## config.mk

```make
export PLATFORM = sky130hd
export DESIGN_NAME = pc_fetch_unit
export DESIGN_NICKNAME = d
export VERILOG_FILES = /design/src/rtl/pc_fetch_unit.sv
export SDC_FILE = /design/constraint.sdc
export NUM_CORES = 1
export LEC_CHECK = 0
export ABC_CLOCK_PERIOD_IN_PS = 1840
export CAP_MARGIN = 15
export CORE_MARGIN = 10
export CORE_UTILIZATION = 39
export DETAILED_ROUTE_END_ITERATION = 7
export PLACE_DENSITY = 0.77
export SYNTH_ARGS = -nofsm -noshare
export SYNTH_HDL_FRONTEND = slang
export SYNTH_SLANG_ARGS = --single-unit
export TNS_END_PERCENT = 5
```

## constraint.sdc

```tcl
create_clock -name clk -period 1.84 [get_ports clk]
set_input_delay 0.552 -clock clk [delete_from_list [all_inputs] [get_ports clk]]
set_output_delay 0.552 -clock clk [all_outputs]
set_load 0.01 [all_outputs]
```

## src/rtl/pc_fetch_unit.sv

```systemverilog
// PC register and single-outstanding instruction fetch sequencer; sequential PC comes from the external ADD unit.
// REQ->WAIT->HOLD per instruction; req_valid holds until accepted, instr holds until decode takes it.
module pc_fetch_unit #(
  parameter logic [15:0] RESET_PC = 16'h0000,
  parameter logic [15:0] PC_INC   = 16'h0001
) (
  input  logic        clk,
  input  logic        rst_n,
  input  logic        stall,
  input  logic        redirect_valid,
  input  logic [15:0] redirect_pc,
  output logic [15:0] add_a,
  output logic [15:0] add_b,
  input  logic [15:0] add_sum,
  output logic        imem_req_valid,
  input  logic        imem_req_ready,
  output logic [15:0] imem_addr,
  input  logic        imem_rsp_valid,
  input  logic [15:0] imem_rsp_data,
  output logic        instr_valid,
  input  logic        instr_ready,
  output logic [15:0] instr,
  output logic [15:0] instr_pc
);

  typedef enum logic [1:0] {IDLE, REQ, WAIT, HOLD} state_t;

  state_t      state, state_nxt, resume;
  logic [15:0] pc, pc_nxt;
  logic        discard, discard_nxt;
  logic        instr_valid_nxt;
  logic [15:0] instr_nxt, instr_pc_nxt;

  assign add_a          = pc;
  assign add_b          = PC_INC;
  assign imem_addr      = pc;
  assign imem_req_valid = (state == REQ);
  assign resume         = stall ? IDLE : REQ;

  always_comb begin
    state_nxt       = state;
    pc_nxt          = pc;
    discard_nxt     = discard;
    instr_valid_nxt = instr_valid;
    instr_nxt       = instr;
    instr_pc_nxt    = instr_pc;
    case (state)
      IDLE: begin
        if (!stall) state_nxt = REQ;
      end
      REQ: begin
        // An accepted request racing a redirect is for the old PC; its response must be dropped.
        if (imem_req_ready) begin
          state_nxt = WAIT;
          if (redirect_valid) discard_nxt = 1'b1;
        end
      end
      WAIT: begin
        if (imem_rsp_valid) begin
          if (discard || redirect_valid) begin
            discard_nxt = 1'b0;
            state_nxt   = resume;
          end else begin
            instr_nxt       = imem_rsp_data;
            instr_pc_nxt    = pc;
            instr_valid_nxt = 1'b1;
            pc_nxt          = add_sum;
            state_nxt       = HOLD;
          end
        end else if (redirect_valid) begin
          discard_nxt = 1'b1;
        end
      end
      HOLD: begin
        // A redirect without a handshake squashes the held instruction.
        if (instr_ready || redirect_valid) begin
          instr_valid_nxt = 1'b0;
          state_nxt       = resume;
        end
      end
      default: state_nxt = IDLE;
    endcase
    if (redirect_valid) pc_nxt = redirect_pc;
  end

  always_ff @(posedge clk or negedge rst_n) begin
    if (!rst_n) begin
      state       <= IDLE;
      pc          <= RESET_PC;
      discard     <= 1'b0;
      instr_valid <= 1'b0;
      instr       <= 16'h0000;
      instr_pc    <= 16'h0000;
    end else begin
      state       <= state_nxt;
      pc          <= pc_nxt;
      discard     <= discard_nxt;
      instr_valid <= instr_valid_nxt;
      instr       <= instr_nxt;
      instr_pc    <= instr_pc_nxt;
    end
  end

endmodule

```

Word-level counts from Yosys, hierarchy flattened
Index checks and enable logic that the tools add are counted.
{"block": "totals", "register_bits": 52, "inputBits": 55, "out_inout_bits": 82, "elab_cells": 49}
{"block": "classes", "n_eq_ne": 10, "mux": 20, "bitwise": 1, "reduce_logical": 12}
{"op": "16-bit 2-to-1 mux", "n": 4}
{"op": "2-bit 2-to-1 mux", "n": 5}
{"op": "2-bit != test, second input constant", "n": 5}
{"op": "3-bit AND reduction", "n": 3}
{"op": "1-bit 2-to-1 mux", "n": 8}
{"op": "2-bit case mux with 4 select lines", "n": 1}
{"op": "4-bit AND reduction", "n": 2}
{"op": "2-bit nonzero test", "n": 4}
{"op": "2-bit equality test, second input constant", "n": 2}
{"op": "1-bit case mux with 2 select lines", "n": 2}
{"op": "3-bit != test, second input constant", "n": 1}
{"op": "2-bit by 1-bit equality test with 1-bit output, second input constant", "n": 1}
{"op": "2-bit zero test", "n": 1}
{"op": "1-bit logical OR", "n": 2}
{"op": "2-bit by 1-bit != test with 1-bit output, second input constant", "n": 1}
{"op": "1-bit NOT", "n": 1}

Depth between registers and ports, before layout
Gate-level depths: netlist of the first run.
{"block": "depth", "ltp_word": 5, "depth_mapped": 5, "ltp_nobuf": 3}

Worst setup path after synthesis of the first run
No wires, ideal clock.
{"block": "synth_path", "path_type": "input port to flip-flop", "from": "in redirect_valid", "to": "reg pc[10] (netlist: add_a[10])", "setup_ps": 125, "arrival_time_ps": 1523, "t_required_ps": 1715, "slack_ps": 192, "path_stages": 4, "n_path_buf": 2, "cell_sequence": "buf_2 -> buf_2 -> mux2_2 -> mux2_2"}
{"block": "synth_between", "elab_chain_cells": 3, "elab_cells_between_ends": 6, "classes_between": "1 x eq/ne; 1 x mux; 4 x reduce/logical"}
{"item": "from (decl)", "line": "10", "rtl": "input logic redirect_valid,"}
{"item": "1-bit logical OR", "line": "60", "rtl": "if (discard || redirect_valid) begin"}
{"item": "2-bit != test (no line)"}
{"item": "3-bit AND reduction (no line)"}
{"item": "to (signal assigned)", "line": "96", "rtl": "pc <= pc_nxt;"}
{"item": "to (decl)", "line": "29", "rtl": "logic [15:0] pc, pc_nxt;"}
Several ways; a longest one is shown, not always the timed one.
A chain may end at the register's enable or synchronous reset.

Worst setup path in the final report of the first run
{"block": "layout_path", "from": "reg instr[15]", "to": "out instr[15]"}
{"item": "from (decl)", "line": "22", "rtl": "output logic [15:0] instr,"}
{"item": "from (signal assigned)", "line": "99", "rtl": "instr <= instr_nxt;"}
No word-level cell between the ends.

==> impl_metrics.prom, run 1 <==
# TYPE chip_impl_metric gauge
chip_impl_metric{name="arrival_worst_endpoint",unit="ps"} 1230
chip_impl_info{name="tritoncts",value="done"} 1
chip_impl_metric{name="final.period_utilization",unit="%"} 96.79
chip_impl_metric{name="placed_area",unit="mm²"} 0.003662
chip_impl_info{name="layout.cells.most_common",value="sky130_fd_sc_hd__clkdlybuf4s50_1"} 1
chip_impl_metric{name="rows",unit=""} 29
chip_impl_metric{name="setup_tns",unit="ps"} 0
chip_impl_metric{name="drt-wirelength-per-cell",unit="µm"} 17.73
chip_impl_metric{name="route.vias.total",unit=""} 1721
chip_impl_metric{name="cts.path.max_buffers",unit=""} 2
chip_impl_metric{name="maximum_number_of_pins_on_one_net_before_global_route_repair",unit=""} 24
chip_impl_info{name="rsz0062_at_grt",value="no"} 1
chip_impl_info{name="worst-setup-path-type",value="reg2out"} 1
chip_impl_metric{name="die-width",unit="µm"} 100.5
chip_impl_metric{name="drt_iter0_drc",unit=""} 18
chip_impl_metric{name="timing.critical_path.required",unit="ps"} 1290
chip_impl_metric{name="die_h",unit="µm"} 100.5
chip_impl_metric{name="yosys_register_bits",unit=""} 52
chip_impl_metric{name="dr.pass1.iters",unit=""} 2
chip_impl_metric{name="finalWorstPathRequiredPeriod",unit="ps"} 1781
chip_impl_metric{name="synth.yosys.warnings",unit=""} 0
chip_impl_metric{name="power.density_cell_area",unit="mW/mm²"} 1218
chip_impl_metric{name="timing.clock.skew",unit="ps"} 10.03
chip_impl_metric{name="top_level_ports",unit=""} 137
chip_impl_metric{name="drtAntennaViolNets",unit=""} 0
chip_impl_info{name="worst_hold_path_type",value="in2async"} 1
chip_impl_metric{name="fin_area",unit="mm²"} 0.003811
chip_impl_metric{name="diodes",unit=""} 0
chip_impl_metric{name="antenna_found_initial",unit=""} 0
chip_impl_info{name="critPathLaunchType",value="flop"} 1
chip_impl_metric{name="utilization",unit="%"} 60.36
chip_impl_info{name="crit_path_cell_trace",value="clkdlybuf4s50_1"} 1
chip_impl_info{name="critPathTopFamily",value="buffers and inverters"} 1
chip_impl_metric{name="first_global_vias",unit=""} 1875
chip_impl_info{name="layout.cells.most_common_list",value="sky130_fd_sc_hd__clkdlybuf4s50_1, sky130_fd_sc_hd__mux2_2, sky130_fd_sc_hd__dfrtp_1"} 1
chip_impl_metric{name="finalNonFillerCells",unit=""} 368
chip_impl_metric{name="worst_ir_drop_vdd",unit="mV"} 0.7450
chip_impl_metric{name="setup_ws",unit="ps"} 59.03
chip_impl_metric{name="timing.final.hold_violations",unit=""} 0
chip_impl_metric{name="report.final.slew_viol_count",unit=""} 0
chip_impl_info{name="end_kind",value="primary output"} 1
chip_impl_metric{name="post_drt_via_cell_ratio",unit=""} 4.677
chip_impl_metric{name="synth_seq_area_share",unit="%"} 51.54
chip_impl_info{name="crit_slowest_cell",value="sky130_fd_sc_hd__clkdlybuf4s50_1"} 1
chip_impl_metric{name="drt_wl_total",unit="mm"} 6.523
chip_impl_metric{name="track_usage",unit="%"} 12.40
chip_impl_metric{name="netlist-cell-type-count",unit=""} 26
chip_impl_metric{name="post-place-ws",unit="ps"} -318.7
chip_impl_metric{name="insertion_delay",unit="ps"} 310
chip_impl_metric{name="cts-buffers-inserted",unit=""} 5
chip_impl_metric{name="port_buffers",unit=""} 120
chip_impl_metric{name="initial_core_util",unit="%"} 39.99
chip_impl_metric{name="syn_area",unit="mm²"} 0.002525
chip_impl_metric{name="fp.coreArea",unit="mm²"} 0.006314
chip_impl_metric{name="drc_errors",unit=""} 0
chip_impl_metric{name="final-setup-viol-count",unit=""} 0
chip_impl_metric{name="worstPathBufferInverterCount",unit=""} 1
chip_impl_metric{name="p_total",unit="mW"} 4.641
chip_impl_metric{name="grt_overflow",unit=""} 0
chip_impl_metric{name="crit_path_max_fanout",unit=""} 2
chip_impl_metric{name="crit_path_max_incr_delay",unit="ps"} 550
chip_impl_metric{name="drv_cap",unit=""} 0
chip_impl_metric{name="post-dp-hpwl",unit="mm"} 5.264
chip_impl_metric{name="areaGrowthSynthToFinish",unit="%"} 50.94
chip_impl_metric{name="drive_gt1_share",unit="%"} 30.24
chip_impl_metric{name="cts.sink_count",unit=""} 52
chip_impl_info{name="status",value="completed"} 1
chip_impl_metric{name="placed_cells",unit=""} 360
chip_impl_metric{name="dieArea",unit="mm²"} 0.01009
chip_impl_metric{name="ctsHoldBuffers",unit=""} 0
chip_impl_metric{name="synthesis.area_per_instance",unit="µm²"} 14.03
chip_impl_metric{name="fin_hold_ws",unit="ps"} 152.7
chip_impl_metric{name="cts-htree-levels",unit=""} 2
chip_impl_metric{name="design.final.nets",unit=""} 345
chip_impl_metric{name="power.leakage",unit="nW"} 1.883
chip_impl_metric{name="syn-instance-count",unit=""} 180
chip_impl_metric{name="clock_slew_seen_by_the_registers_of_the_worst_setup_and_hold_paths",unit="ps"} 110
chip_impl_metric{name="gpl.final_weighted_congestion",unit=""} 0.7334
chip_impl_info{name="cts_root_buffer",value="sky130_fd_sc_hd__clkbuf_8"} 1
chip_impl_metric{name="grt_pass1_wl",unit="mm"} 9.970
chip_impl_metric{name="fill_cells",unit=""} 521
chip_impl_metric{name="max_clock_freq",unit="GHz"} 0.5615
==> cell type report <==
type	instances	area, µm²	share of cell area (%)
sequential	52	1301	34.14
clock buffer	5	68.82	1.806
inverter	2	7.507	0.1970
timing repair buffer	130	1361	35.72
tap	77	96.34	2.528
multi-input combinational	99	948.4	24.89
clock inverter	3	27.53	0.7223
==> kinds of logic after synthesis <==
family	count (synthesis)	share of synthesized area, %
other	2	0.2974
DFF	52	51.54
buffers and inverters	43	12.98
muxes	66	29.34
and+or+nand+nor	9	3.271
AOI/OAI and AO/OA	8	2.577
==> routing by layer <==
| layer | vias to the layer above | share of wire [%] | GRT usage (%) | wire, µm |
|---|---|---|---|---|
| met3 | 6 | 16 | 9.191 | 1044 |
| met5 | - | 0 | 0 | 0 |
| met4 | 0 | 0.83 | 2.935 | 54 |
| met2 | 95 | 46 | 19.14 | 3004 |
| li1 | 794 | - | - | - |
| met1 | 826 | 37 | 13.31 | 2419 |
==> worst paths after layout <==
check | from | endpoint | slack, ps | depth (start not counted)
setup / recovery | instr[15]$_DFFE_PN0P_ | instr[15] | 60 | 1
hold / removal | rst_n | instr[1]$_DFFE_PN0P_ | 150 | 1
setup reg to reg | state[0]$_DFFE_PN0P_ | instr_pc[13]$_DFFE_PN0P_ | 260 | 5
hold reg to reg | instr_valid$_DFFE_PN0P_ | instr_valid$_DFFE_PN0P_ | 500 | 1
max in group asynchronous | rst_n | instr_pc[8]$_DFFE_PN0P_ | 1120 | 2
min in group clk | instr_valid$_DFFE_PN0P_ | instr_valid$_DFFE_PN0P_ | 500 | 1
==> flip-flops by register name, indices dropped and copies added (netlist names) <==
signal	flops
add_a	16
state	2
instr	16
discard	1
instr_pc	16
instr_valid	1
==> repair_timing <==
item,CTS,global route
gates resized for setup,13,27
buffers inserted,0,0
endpoints found under the setup margin,14,27
==> synth_stat cells <==
cell type	instances	area (µm²)
sky130_fd_sc_hd__mux2_2	63	709.4
sky130_fd_sc_hd__dfrtp_1	52	1301
sky130_fd_sc_hd__buf_4	32	240.2
sky130_fd_sc_hd__buf_2	4	20.02
sky130_fd_sc_hd__buf_6	4	45.04
sky130_fd_sc_hd__conb_1	2	7.510
sky130_fd_sc_hd__inv_1	2	7.510
sky130_fd_sc_hd__mux2i_1	2	20.02
sky130_fd_sc_hd__nor2_1	2	7.510
sky130_fd_sc_hd__a21o_1	1	7.510
sky130_fd_sc_hd__a21oi_1	1	5.000
sky130_fd_sc_hd__a221oi_1	1	8.760
sky130_fd_sc_hd__a22o_1	1	8.760
sky130_fd_sc_hd__a22o_2	1	10.01
sky130_fd_sc_hd__a31o_2	1	8.760
sky130_fd_sc_hd__and4bb_2	1	12.51
sky130_fd_sc_hd__buf_8	1	15.01
sky130_fd_sc_hd__mux2_1	1	11.26
sky130_fd_sc_hd__nand2_1	1	3.750
sky130_fd_sc_hd__nand3b_4	1	20.02
sky130_fd_sc_hd__nor2_4	1	11.26
sky130_fd_sc_hd__nor2b_1	1	6.260
sky130_fd_sc_hd__nor3_1	1	5.000
sky130_fd_sc_hd__nor3_4	1	16.27
sky130_fd_sc_hd__o211ai_1	1	7.510
sky130_fd_sc_hd__o31a_1	1	8.760
==> where the power goes <==
group          switching, mW  total [mW]  internal, mW
Sequential             0.261        1.84          1.58
Clock                  0.405       0.685         0.280
Combinational          0.793        2.11          1.32
Total                   1.46        4.64          3.18
Power figures use the tool's default switching activity.
==> run 2: changes to the inputs <==
--- a/config.mk
+++ b/config.mk
@@ -11,6 +11,7 @@
 export CORE_UTILIZATION = 39
 export DETAILED_ROUTE_END_ITERATION = 7
 export PLACE_DENSITY = 0.77
+export SKIP_CTS_REPAIR_TIMING = 1
 export SYNTH_ARGS = -nofsm -noshare
 export SYNTH_HDL_FRONTEND = slang
 export SYNTH_SLANG_ARGS = --single-unit
==> run 2 against run 1 <==
- non-clock buffer count stayed put
- sequential cell count stayed put
- critical path depth stayed put
- clock skew hardly changed
- die area stayed put
- critical endpoint is now imem_addr[13]
- core utilization is 0.75 points higher
- clock power hardly changed
==> impl_metrics.prom, run 2 (synthesis results as in run 1) <==
# TYPE chip_impl_metric gauge
chip_impl_metric{name="maximum_number_of_pins_on_one_net_before_global_route_repair",unit=""} 24
chip_impl_metric{name="die-width",unit="µm"} 100.5
chip_impl_info{name="status",value="completed"} 1
chip_impl_metric{name="drtAntennaViolNets",unit=""} 0
chip_impl_metric{name="drive_gt1_share",unit="%"} 30.58
chip_impl_metric{name="top_level_ports",unit=""} 137
chip_impl_metric{name="max_clock_freq",unit="GHz"} 0.5496
chip_impl_metric{name="timing.clock.skew",unit="ps"} 10.25
chip_impl_metric{name="gr-usage-met3",unit="%"} 9.191
chip_impl_metric{name="drt_wl_total",unit="mm"} 6.539
chip_impl_metric{name="initial_core_util",unit="%"} 39.99
chip_impl_metric{name="design.final.nets",unit=""} 345
chip_impl_metric{name="final-seq-area",unit="mm²"} 0.001303
chip_impl_info{name="critPathLaunchType",value="flop"} 1
chip_impl_metric{name="insertion_delay",unit="ps"} 310
chip_impl_metric{name="reg2reg_depth",unit=""} 5
chip_impl_metric{name="final.period_utilization",unit="%"} 98.88
chip_impl_metric{name="utilization",unit="%"} 61.12
chip_impl_metric{name="gr-usage-met2",unit="%"} 19.14
chip_impl_info{name="crit_path_cell_trace",value="clkdlybuf4s50_1"} 1
chip_impl_metric{name="path_depth",unit=""} 1
chip_impl_metric{name="worst_ir_drop_vdd",unit="mV"} 0.7480
chip_impl_info{name="layout.cells.most_common_list",value="sky130_fd_sc_hd__clkdlybuf4s50_1, sky130_fd_sc_hd__mux2_2, sky130_fd_sc_hd__dfrtp_1"} 1
chip_impl_metric{name="drt_iter0_drc",unit=""} 24
chip_impl_info{name="cts_root_buffer",value="sky130_fd_sc_hd__clkbuf_8"} 1
chip_impl_metric{name="fill_cells",unit=""} 506
chip_impl_metric{name="antenna_found_initial",unit=""} 0
chip_impl_metric{name="crit_path_max_incr_delay",unit="ps"} 550
chip_impl_info{name="r2r-end",value="instr_pc[13]$_DFFE_PN0P_"} 1
chip_impl_metric{name="worstPathBufferInverterCount",unit=""} 1
chip_impl_metric{name="diodes",unit=""} 0
chip_impl_metric{name="fin_hold_ws",unit="ps"} 151.6
chip_impl_metric{name="drc_errors",unit=""} 0
chip_impl_metric{name="cts.path.max_buffers",unit=""} 2
chip_impl_metric{name="track_usage",unit="%"} 12.42
chip_impl_info{name="worst-setup-path-type",value="reg2out"} 1
chip_impl_metric{name="p_total",unit="mW"} 4.674
chip_impl_metric{name="final-setup-viol-count",unit=""} 0
chip_impl_info{name="crit_path_start",value="add_a[13]$_DFFE_PN0P_"} 1
chip_impl_info{name="crit_slowest_cell",value="sky130_fd_sc_hd__clkdlybuf4s50_1"} 1
chip_impl_metric{name="gpl.final_weighted_congestion",unit=""} 0.7334
chip_impl_metric{name="cts.sink_count",unit=""} 52
chip_impl_metric{name="areaGrowthSynthToFinish",unit="%"} 52.82
chip_impl_metric{name="cts-htree-levels",unit=""} 2
chip_impl_info{name="worst_hold_path_type",value="in2async"} 1
chip_impl_metric{name="timing.critical_path.required",unit="ps"} 1290
chip_impl_metric{name="rows",unit=""} 29
chip_impl_metric{name="drv_cap",unit=""} 0
chip_impl_metric{name="timing.final.hold_violations",unit=""} 0
chip_impl_metric{name="cts-buffers-inserted",unit=""} 5
chip_impl_metric{name="first_global_vias",unit=""} 1876
chip_impl_info{name="critical_path.endpoint",value="imem_addr[13]"} 1
chip_impl_info{name="layout.cells.most_common",value="sky130_fd_sc_hd__clkdlybuf4s50_1"} 1
chip_impl_info{name="worst_r2r_startpoint",value="state[0]$_DFFE_PN0P_"} 1
chip_impl_metric{name="power.density_cell_area",unit="mW/mm²"} 1211
chip_impl_metric{name="grt_overflow",unit=""} 0
chip_impl_info{name="globalRoute.busiestLayer",value="met2"} 1
chip_impl_metric{name="clock_slew_seen_by_the_registers_of_the_worst_setup_and_hold_paths",unit="ps"} 100
chip_impl_metric{name="worst-r2r-setup-slack",unit="ps"} 260
chip_impl_metric{name="route.vias.total",unit=""} 1724
chip_impl_metric{name="post_drt_via_cell_ratio",unit=""} 4.685
chip_impl_metric{name="finalWorstPathRequiredPeriod",unit="ps"} 1819
chip_impl_info{name="end_kind",value="primary output"} 1
chip_impl_metric{name="post-dp-hpwl",unit="mm"} 5.264
chip_impl_metric{name="port_buffers",unit=""} 120
chip_impl_metric{name="report.final.slew_viol_count",unit=""} 0
chip_impl_metric{name="grt_pass1_wl",unit="mm"} 9.984
chip_impl_metric{name="dr.pass1.iters",unit=""} 4
chip_impl_metric{name="die_h",unit="µm"} 100.5
chip_impl_metric{name="arrival_worst_endpoint",unit="ps"} 1270
chip_impl_info{name="critPathTopFamily",value="buffers and inverters"} 1
chip_impl_metric{name="grt_use_met1",unit="%"} 13.35
chip_impl_metric{name="multi_input_area",unit="µm²"} 948.4
chip_impl_info{name="tritoncts",value="done"} 1
chip_impl_metric{name="crit_path_max_fanout",unit=""} 4
chip_impl_metric{name="power.leakage",unit="nW"} 1.977
chip_impl_metric{name="dieArea",unit="mm²"} 0.01009
chip_impl_info{name="rsz0062_at_grt",value="yes"} 1
chip_impl_metric{name="drt-wirelength-per-cell",unit="µm"} 17.77
chip_impl_metric{name="fp.coreArea",unit="mm²"} 0.006314
-- run 2: changes by cell type in the layout (fill, tap and decap cells not counted), sizes merged --
cell and change:
dlymetal6s2s +12, dlygate4sd2 -13, clkdlybuf4s50 +1
-- run 2: routing by layer --
layer  vias up  share of wire (%)
met5         -                  0
li1        796                  -
met1       827                 37
met2        95                 47
met3         6                 16
met4         0               0.83
-- run 2: stage by stage --
step	cell area, µm²	std cells	setup TNS (ps)	setup WS [ps]
detailed placement	3662	360	-12350	-318.7
CTS	3759	368	-592.4	-195.6
floorplan	2577	194	0	192.4
finish	3859	368	0	20.64
global route	3859	368	-46.20	-46.20
global placement	3662	360	-11560	-286.4
-- run 2: layout make-up --
type,count,area share (%)
repair buffers,130,36.48
flip-flops and latches,52,33.75
multi-input cells,99,24.58
well taps,77,2.497
clock buffers,5,1.783
clock inverters,3,0.7134
inverters,2,0.1946
-- run 2: worst min-delay path by stage --
stage / start / to / cells after the start / slack (ps)
after floorplan: rst_n / add_a[0]$_DFFE_PN0P_ / 0 / 260
after global placement: instr_valid$_DFFE_PN0P_ / instr_valid$_DFFE_PN0P_ / 1 / 470
after detailed placement: instr_valid$_DFFE_PN0P_ / instr_valid$_DFFE_PN0P_ / 1 / 470
after CTS: rst_n / instr[5]$_DFFE_PN0P_ / 1 / 160
after global routing: rst_n / instr[1]$_DFFE_PN0P_ / 1 / 160
final: rst_n / instr[1]$_DFFE_PN0P_ / 1 / 150
-- run 2: where the power goes --
group          total [mW]  internal (mW)  switching (mW)  leakage [nW]
clock               0.687          0.280           0.407        0.0463
combinational        2.14           1.35           0.794          1.29
sequential           1.85           1.58           0.262         0.638
total                4.67           3.21            1.46          1.98
